==> src/rtl/dma_c2h_desc_sched.sv <==
// Round-robin scheduler sharing the XDMA C2H descriptor-bypass channel among NUM_REQ requesters.
// Requests are split into MAX_CHUNK descriptors; at most MAX_OUT descriptors are in flight.
module dma_c2h_desc_sched #(
    parameter int NUM_REQ   = 4,
    parameter int MAX_CHUNK = 4096,
    parameter int MAX_OUT   = 8
) (
    input  logic                  pcie_clk,
    input  logic                  pcie_rst,
    input  logic [NUM_REQ-1:0]    req_valid,
    output logic [NUM_REQ-1:0]    req_ready,
    input  logic [NUM_REQ*64-1:0] req_addr,
    input  logic [NUM_REQ*32-1:0] req_len,
    input  logic                  c2h_dsc_byp_ready,
    output logic                  c2h_dsc_byp_load,
    output logic [63:0]           c2h_dsc_byp_addr,
    output logic [31:0]           c2h_dsc_byp_len,
    output logic [2:0]            dsc_req_id,
    output logic                  dsc_last,
    input  logic                  cpl_pulse,
    output logic [7:0]            outstanding,
    output logic                  cpl_err
);
    localparam logic [31:0] CHUNK_MAX = 32'(MAX_CHUNK);
    localparam logic [7:0]  OUT_MAX   = 8'(MAX_OUT);
    localparam logic [3:0]  NREQ      = 4'(NUM_REQ);

    typedef enum logic {IDLE, ISSUE} state_t;

    function automatic logic [31:0] clamp_chunk(input logic [31:0] len);
        return (len > CHUNK_MAX) ? CHUNK_MAX : len;
    endfunction

    state_t      state_q, state_d;
    logic [2:0]  rr_ptr_q, rr_ptr_d;
    logic [31:0] rem_q, rem_d;
    logic [63:0] addr_d;
    logic [31:0] len_d;
    logic [2:0]  id_d;
    logic        last_d, load_d;
    logic [7:0]  out_d;
    logic        err_d;

    logic [7:0]  valid_pad;
    logic [63:0] addr_arr [8];
    logic [31:0] len_arr  [8];
    logic        grant_vld, grant_fire, accept;
    logic [2:0]  grant_id;
    logic [31:0] grant_len, rem_next;

    // Widen the per-requester buses to 8 entries so a 3-bit id indexes them directly.
    for (genvar i = 0; i < 8; i++) begin : g_pad
        if (i < NUM_REQ) begin : g_used
            assign valid_pad[i] = req_valid[i];
            assign addr_arr[i]  = req_addr[64*i +: 64];
            assign len_arr[i]   = req_len[32*i +: 32];
        end else begin : g_unused
            assign valid_pad[i] = 1'b0;
            assign addr_arr[i]  = '0;
            assign len_arr[i]   = '0;
        end
    end

    always_comb begin
        logic [3:0] scan;
        grant_vld = 1'b0;
        grant_id  = '0;
        scan      = '0;
        for (int k = 0; k < NUM_REQ; k++) begin
            scan = {1'b0, rr_ptr_q} + 4'(k);
            if (scan >= NREQ) scan = scan - NREQ;
            if (!grant_vld && valid_pad[scan[2:0]]) begin
                grant_vld = 1'b1;
                grant_id  = scan[2:0];
            end
        end
    end

    // Acknowledge is suppressed during reset so no request is consumed without being latched.
    assign grant_fire = (state_q == IDLE) && grant_vld && !pcie_rst;
    for (genvar i = 0; i < NUM_REQ; i++) begin : g_ready
        assign req_ready[i] = grant_fire && (grant_id == 3'(i));
    end

    assign grant_len = len_arr[grant_id];
    assign accept    = c2h_dsc_byp_load && c2h_dsc_byp_ready;
    assign rem_next  = rem_q - c2h_dsc_byp_len;

    always_comb begin
        state_d  = state_q;
        rr_ptr_d = rr_ptr_q;
        rem_d    = rem_q;
        addr_d   = c2h_dsc_byp_addr;
        len_d    = c2h_dsc_byp_len;
        id_d     = dsc_req_id;
        last_d   = dsc_last;
        out_d    = outstanding;
        err_d    = cpl_err;
        case (state_q)
            IDLE: begin
                if (grant_vld) begin
                    rr_ptr_d = (grant_id == 3'(NUM_REQ - 1)) ? 3'd0 : grant_id + 3'd1;
                    id_d     = grant_id;
                    addr_d   = addr_arr[grant_id];
                    rem_d    = grant_len;
                    len_d    = clamp_chunk(grant_len);
                    last_d   = (grant_len <= CHUNK_MAX);
                    if (grant_len != 32'd0) state_d = ISSUE;
                end
            end
            ISSUE: begin
                if (accept) begin
                    if (dsc_last) begin
                        state_d = IDLE;
                    end else begin
                        addr_d = c2h_dsc_byp_addr + {32'd0, c2h_dsc_byp_len};
                        rem_d  = rem_next;
                        len_d  = clamp_chunk(rem_next);
                        last_d = (rem_next <= CHUNK_MAX);
                    end
                end
            end
            default: state_d = IDLE;
        endcase

        if (accept && !cpl_pulse) begin
            out_d = outstanding + 8'd1;
        end else if (cpl_pulse && !accept) begin
            if (outstanding == 8'd0) err_d = 1'b1;
            else                     out_d = outstanding - 8'd1;
        end

        // Load can only fall by acceptance: an unaccepted load never raises the count.
        load_d = (state_d == ISSUE) && (out_d < OUT_MAX);
    end

    always_ff @(posedge pcie_clk or posedge pcie_rst) begin
        if (pcie_rst) begin
            state_q          <= IDLE;
            rr_ptr_q         <= '0;
            rem_q            <= '0;
            c2h_dsc_byp_load <= 1'b0;
            c2h_dsc_byp_addr <= '0;
            c2h_dsc_byp_len  <= '0;
            dsc_req_id       <= '0;
            dsc_last         <= 1'b0;
            outstanding      <= '0;
            cpl_err          <= 1'b0;
        end else begin
            state_q          <= state_d;
            rr_ptr_q         <= rr_ptr_d;
            rem_q            <= rem_d;
            c2h_dsc_byp_load <= load_d;
            c2h_dsc_byp_addr <= addr_d;
            c2h_dsc_byp_len  <= len_d;
            dsc_req_id       <= id_d;
            dsc_last         <= last_d;
            outstanding      <= out_d;
            cpl_err          <= err_d;
        end
    end
endmodule

==> config.mk <==
export PLATFORM = sky130hd
export DESIGN_NAME = dma_c2h_desc_sched
export DESIGN_NICKNAME = d
export VERILOG_FILES = /design/src/rtl/dma_c2h_desc_sched.sv
export SDC_FILE = /design/constraint.sdc
export NUM_CORES = 1
export LEC_CHECK = 0
export ABC_CLOCK_PERIOD_IN_PS = 8500
export BUFFER_PORTS_ARGS = -buffer_cell sky130_fd_sc_hd__buf_2
export CAP_MARGIN = 10
export CELL_PAD_IN_SITES_DETAIL_PLACEMENT = 1
export CELL_PAD_IN_SITES_GLOBAL_PLACEMENT = 1
export CORE_AREA = 2 2 225 205
export DETAILED_ROUTE_END_ITERATION = 8
export DIE_AREA = 0 0 227 207
export PLACE_DENSITY_LB_ADDON = 0.05
export SETUP_SLACK_MARGIN = 0.02
export SYNTH_ARGS = -nofsm -noshare
export SYNTH_HDL_FRONTEND = slang
export SYNTH_SLANG_ARGS = --single-unit
==> constraint.sdc <==
create_clock -name pcie_clk -period 8.5 [get_ports pcie_clk]
set_clock_uncertainty 0.1 [all_clocks]
set_input_delay 2.55 -clock pcie_clk [delete_from_list [all_inputs] [get_ports pcie_clk]]
set_output_delay 2.55 -clock pcie_clk [all_outputs]
set_load 0.03 [all_outputs]
-- After elaboration in Yosys (flattened, before gate mapping)
Index checks and enable logic that the tools add are counted.
- $add $sub $neg: 12
- $lt $le $gt $ge: 14
- equality and inequality tests: 6
- multiplexer cells: 53
- bitwise gates (word level): 3
- reduce and logical (&&, ||, !) cells: 26
- operator list (cell ; count):
    2-to-1 mux 32 bit ; 10
    2-to-1 mux 64 bit ; 5
    binary-select mux 64 bit (select 3 bit) ; 1
    one-hot mux 32 bit (2 select lines) ; 2
    one-hot mux 64 bit (2 select lines) ; 1
    binary-select mux 32 bit (select 3 bit) ; 1
    adder 64 x 32 -> 64 bit ; 1
    > comparator 32 x 13 -> 1 bit, second input constant ; 2
    <= comparator 32 x 13 -> 1 bit, second input constant ; 2
    nonzero test 32 bit ; 1
    subtractor 32 bit ; 1
    2-to-1 mux 3 bit ; 9
    2-to-1 mux 8 bit ; 3
    < comparator 3 x 4 -> 1 bit, second input constant ; 4
    2-to-1 mux 1 bit ; 15
    logical AND 1 bit ; 13
    binary-select mux 1 bit (select 3 bit) ; 4
    >= comparator 4 x 3 -> 1 bit, second input constant ; 3
    subtractor 3 bit, second input constant ; 4
    adder 3 x 2 -> 4 bit, second input constant ; 2
    adder 8 x 1 -> 8 bit, second input constant ; 1
    logical NOT 8 bit ; 1
    < comparator 8 x 4 -> 1 bit, second input constant ; 1
    subtractor 8 x 1 -> 8 bit, second input constant ; 1
    15 further kinds ; 26
- bits in registers: 146
- input port bits: 392
- output and inout bits: 114
- logic and storage cells: 124

-- Depth between registers and ports, before layout
Gate-level depths: netlist of run 1.
- depth after elaboration: 23
- gate-level depth with buffers: 20
- mapped depth without buffers: 13

-- Worst setup path after synthesis of run 1
Ideal clock, no wire load.
- kind: input port to output port
- from: input pcie_rst
- to: output req_ready[0]
- data arrival time: 6.287 ns
- required time: 5.850 ns
- slack: -0.437 ns
- stages: 2
- path buffers: 0
- path through: inv_1 and3_1
- cells in the longest elaborated chain, start to end: 3
- ends and longest elaborated chain (item ; RTL line ; source):
    start, declared ; 9 ; input logic pcie_rst,
    logical NOT 1 bit (no line) ; - ;
    logical AND 1 bit ; 80 ; assign grant_fire = (state_q == IDLE) && grant_vld && !pcie_rst;
    logical AND 1 bit ; 82 ; assign req_ready[i] = grant_fire && (grant_id == 3'(i));
    end, declared ; 11 ; output logic [NUM_REQ-1:0] req_ready,
Every way passes these cells.

-- Worst setup path after layout of run 1
- from: input req_valid[2]
- to: output req_ready[3]
- cells in the longest elaborated chain, start to end: 15
- elaborated cells on any way between the ends: 26
- classes of those cells: 1 x eq/ne; 16 x mux; 9 x reduce/logical
- ends and longest elaborated chain (item ; RTL line ; source):
    start, declared ; 10 ; input logic [NUM_REQ-1:0] req_valid,
    parallel branches: the longest is 14 deep, another holds binary-select mux 1 bit (select 3 bit) ; - ;
    logical AND 1 bit (*) ; 82 ;
Mark *: on every way between the ends. The select of a mux whose other input is x is not followed.

==> results of run 1 <==
==> metrics by stage <==
stage	total power, mW	util (%)
global route	6.18	40.5
finish	5.69	40.5
global placement	4.75	39.0
CTS	5.71	40.5
detailed placement	4.81	39.0
floorplan	3.65	-
==> sequential cells by signal (all words and copies together) (netlist names) <==
name / cells
c2h_dsc_byp_addr: 64
c2h_dsc_byp_len: 32
c2h_dsc_byp_load: 1
cpl_err: 1
dsc_last: 1
dsc_req_id: 3
outstanding: 8
rem_q: 32
rr_ptr_q: 3
state_q: 1
==> placed cells by master, fill, tap and decap left out, drive strengths merged, types with 15 or more instances in the layout <==
master | Yosys | routed
xor2 | 26 | 26
o21ai | 104 | 104
nand2 | 415 | 415
a22oi | 15 | 15
ha | 75 | 75
dfrtp | 146 | 146
buf | 61 | 527
xnor2 | 19 | 19
clkbuf | 80 | 24
nand4 | 24 | 24
nand3 | 76 | 76
nor2 | 108 | 108
a21o | 39 | 39
nor3 | 27 | 27
inv | 119 | 118
o2111ai | 29 | 29
a311oi | 37 | 37
o221ai | 39 | 39
a31oi | 38 | 38
mux2i | 32 | 32
and3 | 76 | 76
o211ai | 65 | 65
and2 | 16 | 16
a21oi | 128 | 128
o21a | 18 | 18
a211oi | 16 | 16
nand2b | 16 | 16
==> kinds of logic after synthesis <==
kind of cell | Yosys count
fa+ha+maj | 77
buf+inv | 261
compound gates | 620
simple gates | 800
mux | 46
xor+xnor | 45
flops | 146
==> cell type report <==
| type | count | share of cell area, % |
|---|---|---|
| Clock inverter | 8 | 0.807 |
| Tap cell | 608 | 4.19 |
| Antenna cell | 1 | 0.0138 |
| Timing Repair Buffer | 527 | 15.0 |
| Inverter | 120 | 2.52 |
| Sequential cell | 146 | 20.2 |
| Clock buffer | 24 | 2.82 |
| Multi-Input combinational cell | 1588 | 54.5 |
==> final timing paths <==
path,startpoint,endpoint,slack (ns),cells past startpoint
worst max-delay path,req_valid[2],req_ready[3],0.81,9
worst min-delay path,cpl_err,cpl_err,0.37,1
worst max register to register,rr_ptr_q[0],c2h_dsc_byp_len[10],2.52,13
worst min register to register,cpl_err,cpl_err,0.37,1
max in group asynchronous,pcie_rst,c2h_dsc_byp_addr[54],4.67,4
min in group asynchronous,pcie_rst,c2h_dsc_byp_addr[7],2.34,3
==> where the power goes <==
group | switching [mW] | total [mW] | internal [mW]
combinational | 2.39 | 3.71 | 1.32
sequential | 0.219 | 1.11 | 0.894
clock | 0.327 | 0.866 | 0.539
==> per-layer routing <==
layer  wire length (µm)  part of all wire (%)
met5                 13                 0.018
met2              32700                    46
met1              32000                    45
met4               1690                   2.4
met3               4080                   5.8
==> flow_metrics.env, run 1 <==
export IMPL_synth_xor_area_share_pct=2.71
export IMPL_power_density_nw_per_um2=313
export IMPL_die_area_um2=47000
export IMPL_synth_most_common_cell="nand2_1"
export IMPL_grt_pass1_wl_um=106000
export IMPL_hp_class="flip-flop to flip-flop"
export IMPL_synth_adder_area_share_pct=6.73
export IMPL_multi_input_area_um2=9890
export IMPL_synth_main_ff_cell="dfrtp_1"
export IMPL_slew_headroom_pct=25.0
export IMPL_status="completed"
export IMPL_core_area_um2=44800
export IMPL_synth_compound_area_share_pct=29.9
export IMPL_antenna_found_initial=3
export IMPL_cts_tree="built"
export IMPL_die_h_um=207
export IMPL_routed_wl_um=70500
export IMPL_path_cells="buf_2, mux2i_1, o211a_1, nor2_4, o21a_4, inv_4, ha_1, and3_1, buf_2"
export IMPL_grt_util_met1_pct=39.7
export IMPL_rsz0062_at_grt="no"
export IMPL_drt_pass1_iterations=5
export IMPL_fill_cells=5762
export IMPL_setup_violations=0
export IMPL_nets=2869
export IMPL_critical_path_max_stage_delay_ns=0.87
export IMPL_vias=17016
export IMPL_syn_nets=2464
export IMPL_cts_max_level=4
export IMPL_final_setup_tns_ns=0
export IMPL_maxCapViolations=0
export IMPL_syn2layout_area_growth_pct=24.9
export IMPL_peakVddDrop_v=0.000162
export IMPL_worst_slew_pin_slew_ns=1.12
export IMPL_yosysSeqAreaShare_pct=25.1
export IMPL_wire_per_inst_um=23.3
export IMPL_dp_cells=2989
export IMPL_crit_path_start_kind="input port"
export IMPL_ff_latch_area_um2=3660
export IMPL_cts_hold_fix_buffers=0
export IMPL_fp_dieW_um=227
export IMPL_cp_slowest_cell="nor2_4"
export IMPL_via_per_inst=5.63
export IMPL_cpMostUsedCell="buf_2"
export IMPL_final_period_minus_worst_setup_slack_ns=7.69
export IMPL_drv_slew=0
export IMPL_insertion_delay_ns=0.46
export IMPL_placed_area_um2=17500
export IMPL_cp_arrival_ns=5.04
export IMPL_synthMuxAreaShare_pct=3.37
export IMPL_syn_inst=1995
export IMPL_p_leak_nw=8.98
export IMPL_cp_end_kind="primary output"
export IMPL_dp_slack_ns=0.810
export IMPL_grt_remaining_overflow=0
export IMPL_numCtsBuffers=17
export IMPL_synthTopCellsByCount="414 x nand2_1, 146 x dfrtp_1, 126 x a21oi_1"
export IMPL_fin_area_um2=18100
export IMPL_grt_max_degree=179
export IMPL_whs_ns=0.367
export IMPL_yosys_area_share_simple_pct=24.8
export IMPL_grtUsageTotal_pct=29.6
export IMPL_path_delay_family="simple AND/OR/NAND/NOR gates"
export IMPL_synth_largest_area_cell="dfrtp_1"
export IMPL_cts_root_buf="clkbuf_16"
export IMPL_synthTopCellsByArea="dfrtp_1 25%, nand2_1 11%, ha_1 6.5%"
export IMPL_layout_cells_non_filler=3022
export IMPL_yosys_cell_types_count=80
export IMPL_ctsResizeCount=0
export IMPL_yosys_warnings=0
export IMPL_post_synth_cell_area_avg_um2=7.28
export IMPL_netlist_area_leader_share_pct=25.1
export IMPL_gr_usage_met2_pct=47.6
export IMPL_dp_hpwl_um=55200
export IMPL_initial_utilization_pct=32.4
export IMPL_synth_edf_count=0
export IMPL_postCtsSetupRepairBufs=0
export IMPL_gp_congestion=0.953
export IMPL_post_route_period_util_pct=90.4
export IMPL_drtIter0Drc=884
export IMPL_use_met3_pct=6.55
export IMPL_drive_gt1_share_pct=25.6
export IMPL_fmax_mhz=130
export IMPL_cp_required_ns=5.85
export IMPL_syn_area_um2=14500
export IMPL_numPortBuffers=505
export IMPL_finalHoldViolations=0
export IMPL_critical_path_class="input port to primary output"
export IMPL_clk_pin_slew_ns=0.07
export IMPL_async_flop_share_pct=100
export IMPL_synth_top_family_by_area="compound AO/OA/AOI/OAI gates"
export IMPL_ys_ff_latch=146
export IMPL_grt_pass1_vias=17608
export IMPL_cp_max_fo=49
export IMPL_path_buf_inv=3
export IMPL_clock_sinks=146
export IMPL_ctsLongestPathBuffers=2
export IMPL_grt_busiest_layer="met2"
export IMPL_boundaryPins=506
export IMPL_num_rows=74
export IMPL_drc=0
export IMPL_worst_slack_ns=0.813
export IMPL_postRouteAntennaNets=0
Note: power is estimated with default switching activity, not from simulation.
==> run 2, diff against run 1 <==
Settings changed: ABC_CLOCK_PERIOD_IN_PS 8500 to 9300, CORE_AREA 2 2 225 205 to 2 2 207 189, CTS_BUF_LIST set to sky130_fd_sc_hd__clkbuf_16, DIE_AREA 0 0 227 207 to 0 0 209 191.
Clock period 8.5 ns to 9.3 ns, I/O delays scaled along.
==> flow_metrics.env, run 2 (synthesized netlist as in run 1, its figures left out) <==
export IMPL_ctsLongestPathBuffers=2
export IMPL_cts_tree="built"
export IMPL_initial_utilization_pct=38.4
export IMPL_drive_gt1_share_pct=25.5
export IMPL_drt_pass1_iterations=5
export IMPL_antenna_found_initial=0
export IMPL_crit_path_start_kind="input port"
export IMPL_cts_root_buf="clkbuf_16"
export IMPL_top_register="c2h_dsc_byp_addr"
export IMPL_numCtsBuffers=17
export IMPL_hp_class="flip-flop to flip-flop"
export IMPL_status="completed"
export IMPL_reg_top3="c2h_dsc_byp_addr x64, c2h_dsc_byp_len x32, rem_q x32"
export IMPL_grtUsageTotal_pct=33.5
export IMPL_cts_hold_fix_buffers=0
export IMPL_insertion_delay_ns=0.45
export IMPL_wire_per_inst_um=23.5
export IMPL_postCtsSetupRepairBufs=0
export IMPL_num_rows=68
export IMPL_core_area_um2=37900
export IMPL_drv_slew=0
export IMPL_power_density_nw_per_um2=288
export IMPL_postRouteAntennaNets=0
export IMPL_setup_violations=0
export IMPL_slew_headroom_pct=24.3
export IMPL_most_common_layout_cells="505 x buf_2, 413 x nand2_1, 145 x dfrtp_1"
export IMPL_cp_arrival_ns=5.68
export IMPL_largest_reg_flops=64
export IMPL_final_setup_tns_ns=0
export IMPL_path_buf_inv=3
export IMPL_cpMostUsedCell="buf_2"
export IMPL_rsz0062_at_grt="no"
export IMPL_cts_max_level=4
export IMPL_cp_slowest_cell="nor2_4"
export IMPL_p_seq_share_pct=19.8
export IMPL_drtIter0Drc=1133
export IMPL_vias=17335
export IMPL_ctsResizeCount=0
export IMPL_critical_path_class="input port to primary output"
export IMPL_fp_dieW_um=209
export IMPL_power_switching_share_pct=51.8
export IMPL_layout_commonest_cell="buf_2"
export IMPL_syn2layout_area_growth_pct=23.4
export IMPL_dp_hpwl_um=53100
export IMPL_grt_remaining_overflow=0
export IMPL_die_area_um2=39900
export IMPL_antenna_cells=0
export IMPL_clock_sinks=146
export IMPL_gp_congestion=1.02
export IMPL_grt_max_degree=95
export IMPL_final_period_minus_worst_setup_slack_ns=8.57
export IMPL_path_delay_family="simple AND/OR/NAND/NOR gates"
export IMPL_post_route_period_util_pct=92.2
export IMPL_internal_power_mw=2.48
export IMPL_cp_required_ns=6.41
export IMPL_clk_pin_slew_ns=0.07
export IMPL_critical_path_max_stage_delay_ns=0.86
export IMPL_peakVddDrop_v=0.000151
export IMPL_path_cells="buf_2, nor2b_1, nor4_4, nor2_4, o21a_4, inv_4, ha_1, and3_1, buf_2"
export IMPL_cp_max_fo=49
export IMPL_p_leak_nw=8.95
export IMPL_fill_cells=4960
export IMPL_numPortBuffers=505
export IMPL_cp_end_kind="primary output"
export IMPL_combPwrFrac_pct=65.3
export IMPL_p_sw_mw=2.67
export IMPL_drc=0
export IMPL_via_per_inst=5.97
export IMPL_grt_pass1_wl_um=104000
export IMPL_maxCapViolations=0
export IMPL_worst_slew_pin_slew_ns=1.14
export IMPL_ff_latch_area_um2=3660
export IMPL_total_power_mw=5.16
export IMPL_nets=2869
export IMPL_routed_wl_um=68200
export IMPL_boundaryPins=506
export IMPL_p_clk_share_pct=14.9
export IMPL_grt_pass1_vias=17661
export IMPL_finalHoldViolations=0
export IMPL_die_h_um=191
export IMPL_multi_input_area_um2=9890
export IMPL_fmax_mhz=117
==> run 2: area by class of cell <==
cell class	instances	share of cell area, %
repair buffers	527	15.0
multi-input cells	1588	55.2
clock buffers	17	2.37
flip-flops and latches	146	20.4
clock inverters	14	1.10
inverters	120	2.55
well taps	490	3.42
==> run 2: power by group through the flow <==
stage	combinational, mW	clock, mW	sequential, mW
after floorplan	2.16	0	1.18
after global placement	3.24	0	1.02
after detailed placement	3.31	0	1.03
after CTS	3.34	0.777	1.02
after global routing	3.71	0.806	1.04
final	3.37	0.768	1.02
==> run 2: final timing paths <==
check | start | to | slack, ns | cells after the start
worst max-delay path | req_valid[0] | req_ready[3] | 0.73 | 9
worst min-delay path | cpl_err | cpl_err | 0.36 | 1
worst max register to register | rr_ptr_q[0] | c2h_dsc_byp_len[11] | 2.88 | 13
worst min register to register | cpl_err | cpl_err | 0.36 | 1
max in group asynchronous | pcie_rst | state_q | 5.08 | 4
min in group asynchronous | pcie_rst | c2h_dsc_byp_addr[9] | 2.62 | 3
==> run 2: per-layer routing <==
layer | global-route usage, % | vias to the layer above | routed length (µm)
met2 | 55.5 | 541 | 31800
met1 | 45.6 | 8619 | 30900
met5 | 0 | - | 0
li1 | - | 8103 | -
met3 | 5.88 | 72 | 4160
met4 | 7.80 | 0 | 1270
==> run 2: worst reg2reg max path: cells and delay by family, from the launching register on <==
kind / cells / cell delay (ns)
compound gates: 5 / 1.88
flops: 1 / 0.78
buf+inv: 2 / 0.76
simple gates: 4 / 2.07
mux: 1 / 0.16
fa+ha+maj: 1 / 0.54
==> run 2: through the flow <==
step,worst slack (ns),hold slack [ns],cell area (µm²),utilization [%],std cells
CTS,0.747,0.358,17900,47.4,2902
global route,0.527,0.388,17900,47.4,2902
detailed placement,0.761,0.343,17300,45.7,2871
finish,0.726,0.358,17900,47.4,2902
global placement,0.851,0.348,17300,45.7,2871
floorplan,0.786,0.343,14500,-,1995
==> run 3, diff against run 2 <==
Settings changed: ABC_CLOCK_PERIOD_IN_PS 9300 to 9600, CELL_PAD_IN_SITES_GLOBAL_PLACEMENT 1 to 2, CORE_AREA 2 2 207 189 to 2 2 244 222, DIE_AREA 0 0 209 191 to 0 0 246 224.
Clock period 9.3 ns to 9.6 ns, I/O delays scaled along.
==> flow_metrics.env, run 3 (synthesized netlist as in run 1, its figures left out) <==
export IMPL_ctsResizeCount=0
export IMPL_grt_max_degree=126
export IMPL_layout_commonest_cell="buf_2"
export IMPL_cts_hold_fix_buffers=0
export IMPL_power_switching_share_pct=51.7
export IMPL_drt_pass1_iterations=5
export IMPL_peakVddDrop_v=0.000163
export IMPL_die_h_um=224
export IMPL_via_per_inst=5.43
export IMPL_p_leak_nw=8.97
export IMPL_top_layer="met4"
export IMPL_rsz0062_at_grt="no"
export IMPL_cpMostUsedCell="buf_2"
export IMPL_routed_wl_um=72500
export IMPL_clk_pin_slew_ns=0.07
export IMPL_finalHoldViolations=0
export IMPL_die_area_um2=55100
export IMPL_wl_met3_um=3310
export IMPL_final_period_minus_worst_setup_slack_ns=9.02
export IMPL_clock_sinks=146
export IMPL_nets=2871
export IMPL_fp_dieW_um=246
export IMPL_cp_arrival_ns=6.04
export IMPL_power_density_nw_per_um2=276
export IMPL_ctsLongestPathBuffers=2
export IMPL_boundaryPins=506
export IMPL_numCtsBuffers=17
export IMPL_layout_cells_non_filler=3112
export IMPL_drc=0
export IMPL_drv_slew=0
export IMPL_syn2layout_area_growth_pct=25.7
export IMPL_path_cells="buf_2, mux2i_1, o211a_1, nor2_4, o21a_4, inv_4, ha_1, and3_1, buf_2"
export IMPL_insertion_delay_ns=0.49
export IMPL_post_route_util_pct=34.7
export IMPL_postCtsSetupRepairBufs=0
export IMPL_vias=16891
export IMPL_final_setup_tns_ns=0
export IMPL_grt_remaining_overflow=0
export IMPL_p_clk_share_pct=15.5
export IMPL_fin_area_um2=18300
export IMPL_grt_pass1_vias=17545
export IMPL_post_route_period_util_pct=94.0
export IMPL_largest_reg_flops=64
export IMPL_cts_max_level=4
export IMPL_critical_path_max_stage_delay_ns=0.86
export IMPL_antenna_found_initial=1
export IMPL_worst_slack_ns=0.576
export IMPL_placed_area_um2=17600
export IMPL_p_seq_share_pct=19.4
export IMPL_dp_hpwl_um=56800
export IMPL_most_common_layout_cells="505 x buf_2, 413 x nand2_1, 145 x dfrtp_1"
export IMPL_cts_root_buf="clkbuf_16"
export IMPL_cp_end_kind="primary output"
export IMPL_core_area_um2=52600
export IMPL_slew_headroom_pct=25.8
export IMPL_grt_pass1_wl_um=110000
export IMPL_drive_gt1_share_pct=25.5
export IMPL_drtIter0Drc=918
export IMPL_hp_class="flip-flop to flip-flop"
export IMPL_reg_top3="c2h_dsc_byp_addr x64, c2h_dsc_byp_len x32, rem_q x32"
export IMPL_combPwrFrac_pct=65.1
export IMPL_fmax_mhz=111
export IMPL_dp_slack_ns=0.561
export IMPL_p_sw_mw=2.60
export IMPL_numPortBuffers=505
export IMPL_crit_path_start_kind="input port"
export IMPL_gp_congestion=0.908
export IMPL_num_rows=80
export IMPL_path_buf_inv=3
export IMPL_cts_tree="built"
export IMPL_postRouteAntennaNets=0
export IMPL_wl_met2_um=34600
export IMPL_top_register="c2h_dsc_byp_addr"
export IMPL_status="completed"
export IMPL_wl_met1_um=34000
export IMPL_cp_required_ns=6.62
export IMPL_initial_utilization_pct=27.7
export IMPL_critical_path_class="input port to primary output"
export IMPL_grtUsageTotal_pct=26.2
export IMPL_dp_cells=3080
export IMPL_cp_slowest_cell="nor2_4"
export IMPL_worst_slew_pin_slew_ns=1.11
export IMPL_cp_max_fo=57
export IMPL_internal_power_mw=2.43
export IMPL_setup_violations=0
export IMPL_maxCapViolations=0
export IMPL_wire_per_inst_um=23.3
export IMPL_fill_cells=6622
export IMPL_path_delay_family="compound AO/OA/AOI/OAI gates"
run 3: cell count changes in the layout (fill, tap and decap cells not counted):
cell / previous run / this run
buf_12: 0 / 2
bufinv_16: 5 / 6
clkinv_1: 4 / 5
clkinv_2: 3 / 4
clkinv_4: 1 / 0
diode_2: 0 / 1
inv_1: 116 / 115
inv_2: 2 / 1
run 3: path summary, 6_finish.rpt:
path | startpoint | end | slack (ns) | cells past startpoint
worst max-delay path | req_valid[2] | req_ready[3] | 0.58 | 9
min in group asynchronous | pcie_rst | rr_ptr_q[0] | 2.63 | 3
worst min-delay path | cpl_err | cpl_err | 0.36 | 1
worst min register to register | cpl_err | cpl_err | 0.36 | 1
max in group asynchronous | pcie_rst | c2h_dsc_byp_addr[50] | 6.22 | 3
worst max register to register | rr_ptr_q[0] | c2h_dsc_byp_addr[60] | 3.06 | 13
run 3: cell type report:
cell class,count,area [µm²],share of cell area (%)
clock buffer,17,425,2.33
timing repair buffer,529,2730,15.0
multi-input combinational,1588,9890,54.2
inverter,120,458,2.51
clock inverter,14,218,1.19
antenna,1,2.50,0.0137
sequential,146,3660,20.0
tap,697,872,4.78
run 3: metrics by stage:
step	power (mW)	hold slack, ns
final	5.04	0.360
after global routing	5.49	0.390
after CTS	5.07	0.372
after detailed placement	4.26	0.357
after global placement	4.22	0.342
after floorplan	3.24	0.343
run 3: power by group through the flow:
| stage | sequential (mW) | combinational, mW | clock (mW) |
|---|---|---|---|
| finish | 0.976 | 3.28 | 0.780 |
| global route | 1.00 | 3.66 | 0.821 |
| CTS | 0.980 | 3.29 | 0.804 |
| detailed placement | 0.989 | 3.27 | 0 |
| global placement | 0.983 | 3.24 | 0 |
| floorplan | 1.14 | 2.09 | 0 |
run 3: per-layer routing:
| layer | global-route usage (%) | vias to the layer above |
|---|---|---|
| li1 | - | 8090 |
| met1 | 35.4 | 8410 |
| met5 | 0 | - |
| met2 | 43.8 | 352 |
| met4 | 4.40 | 0 |
| met3 | 4.90 | 39 |
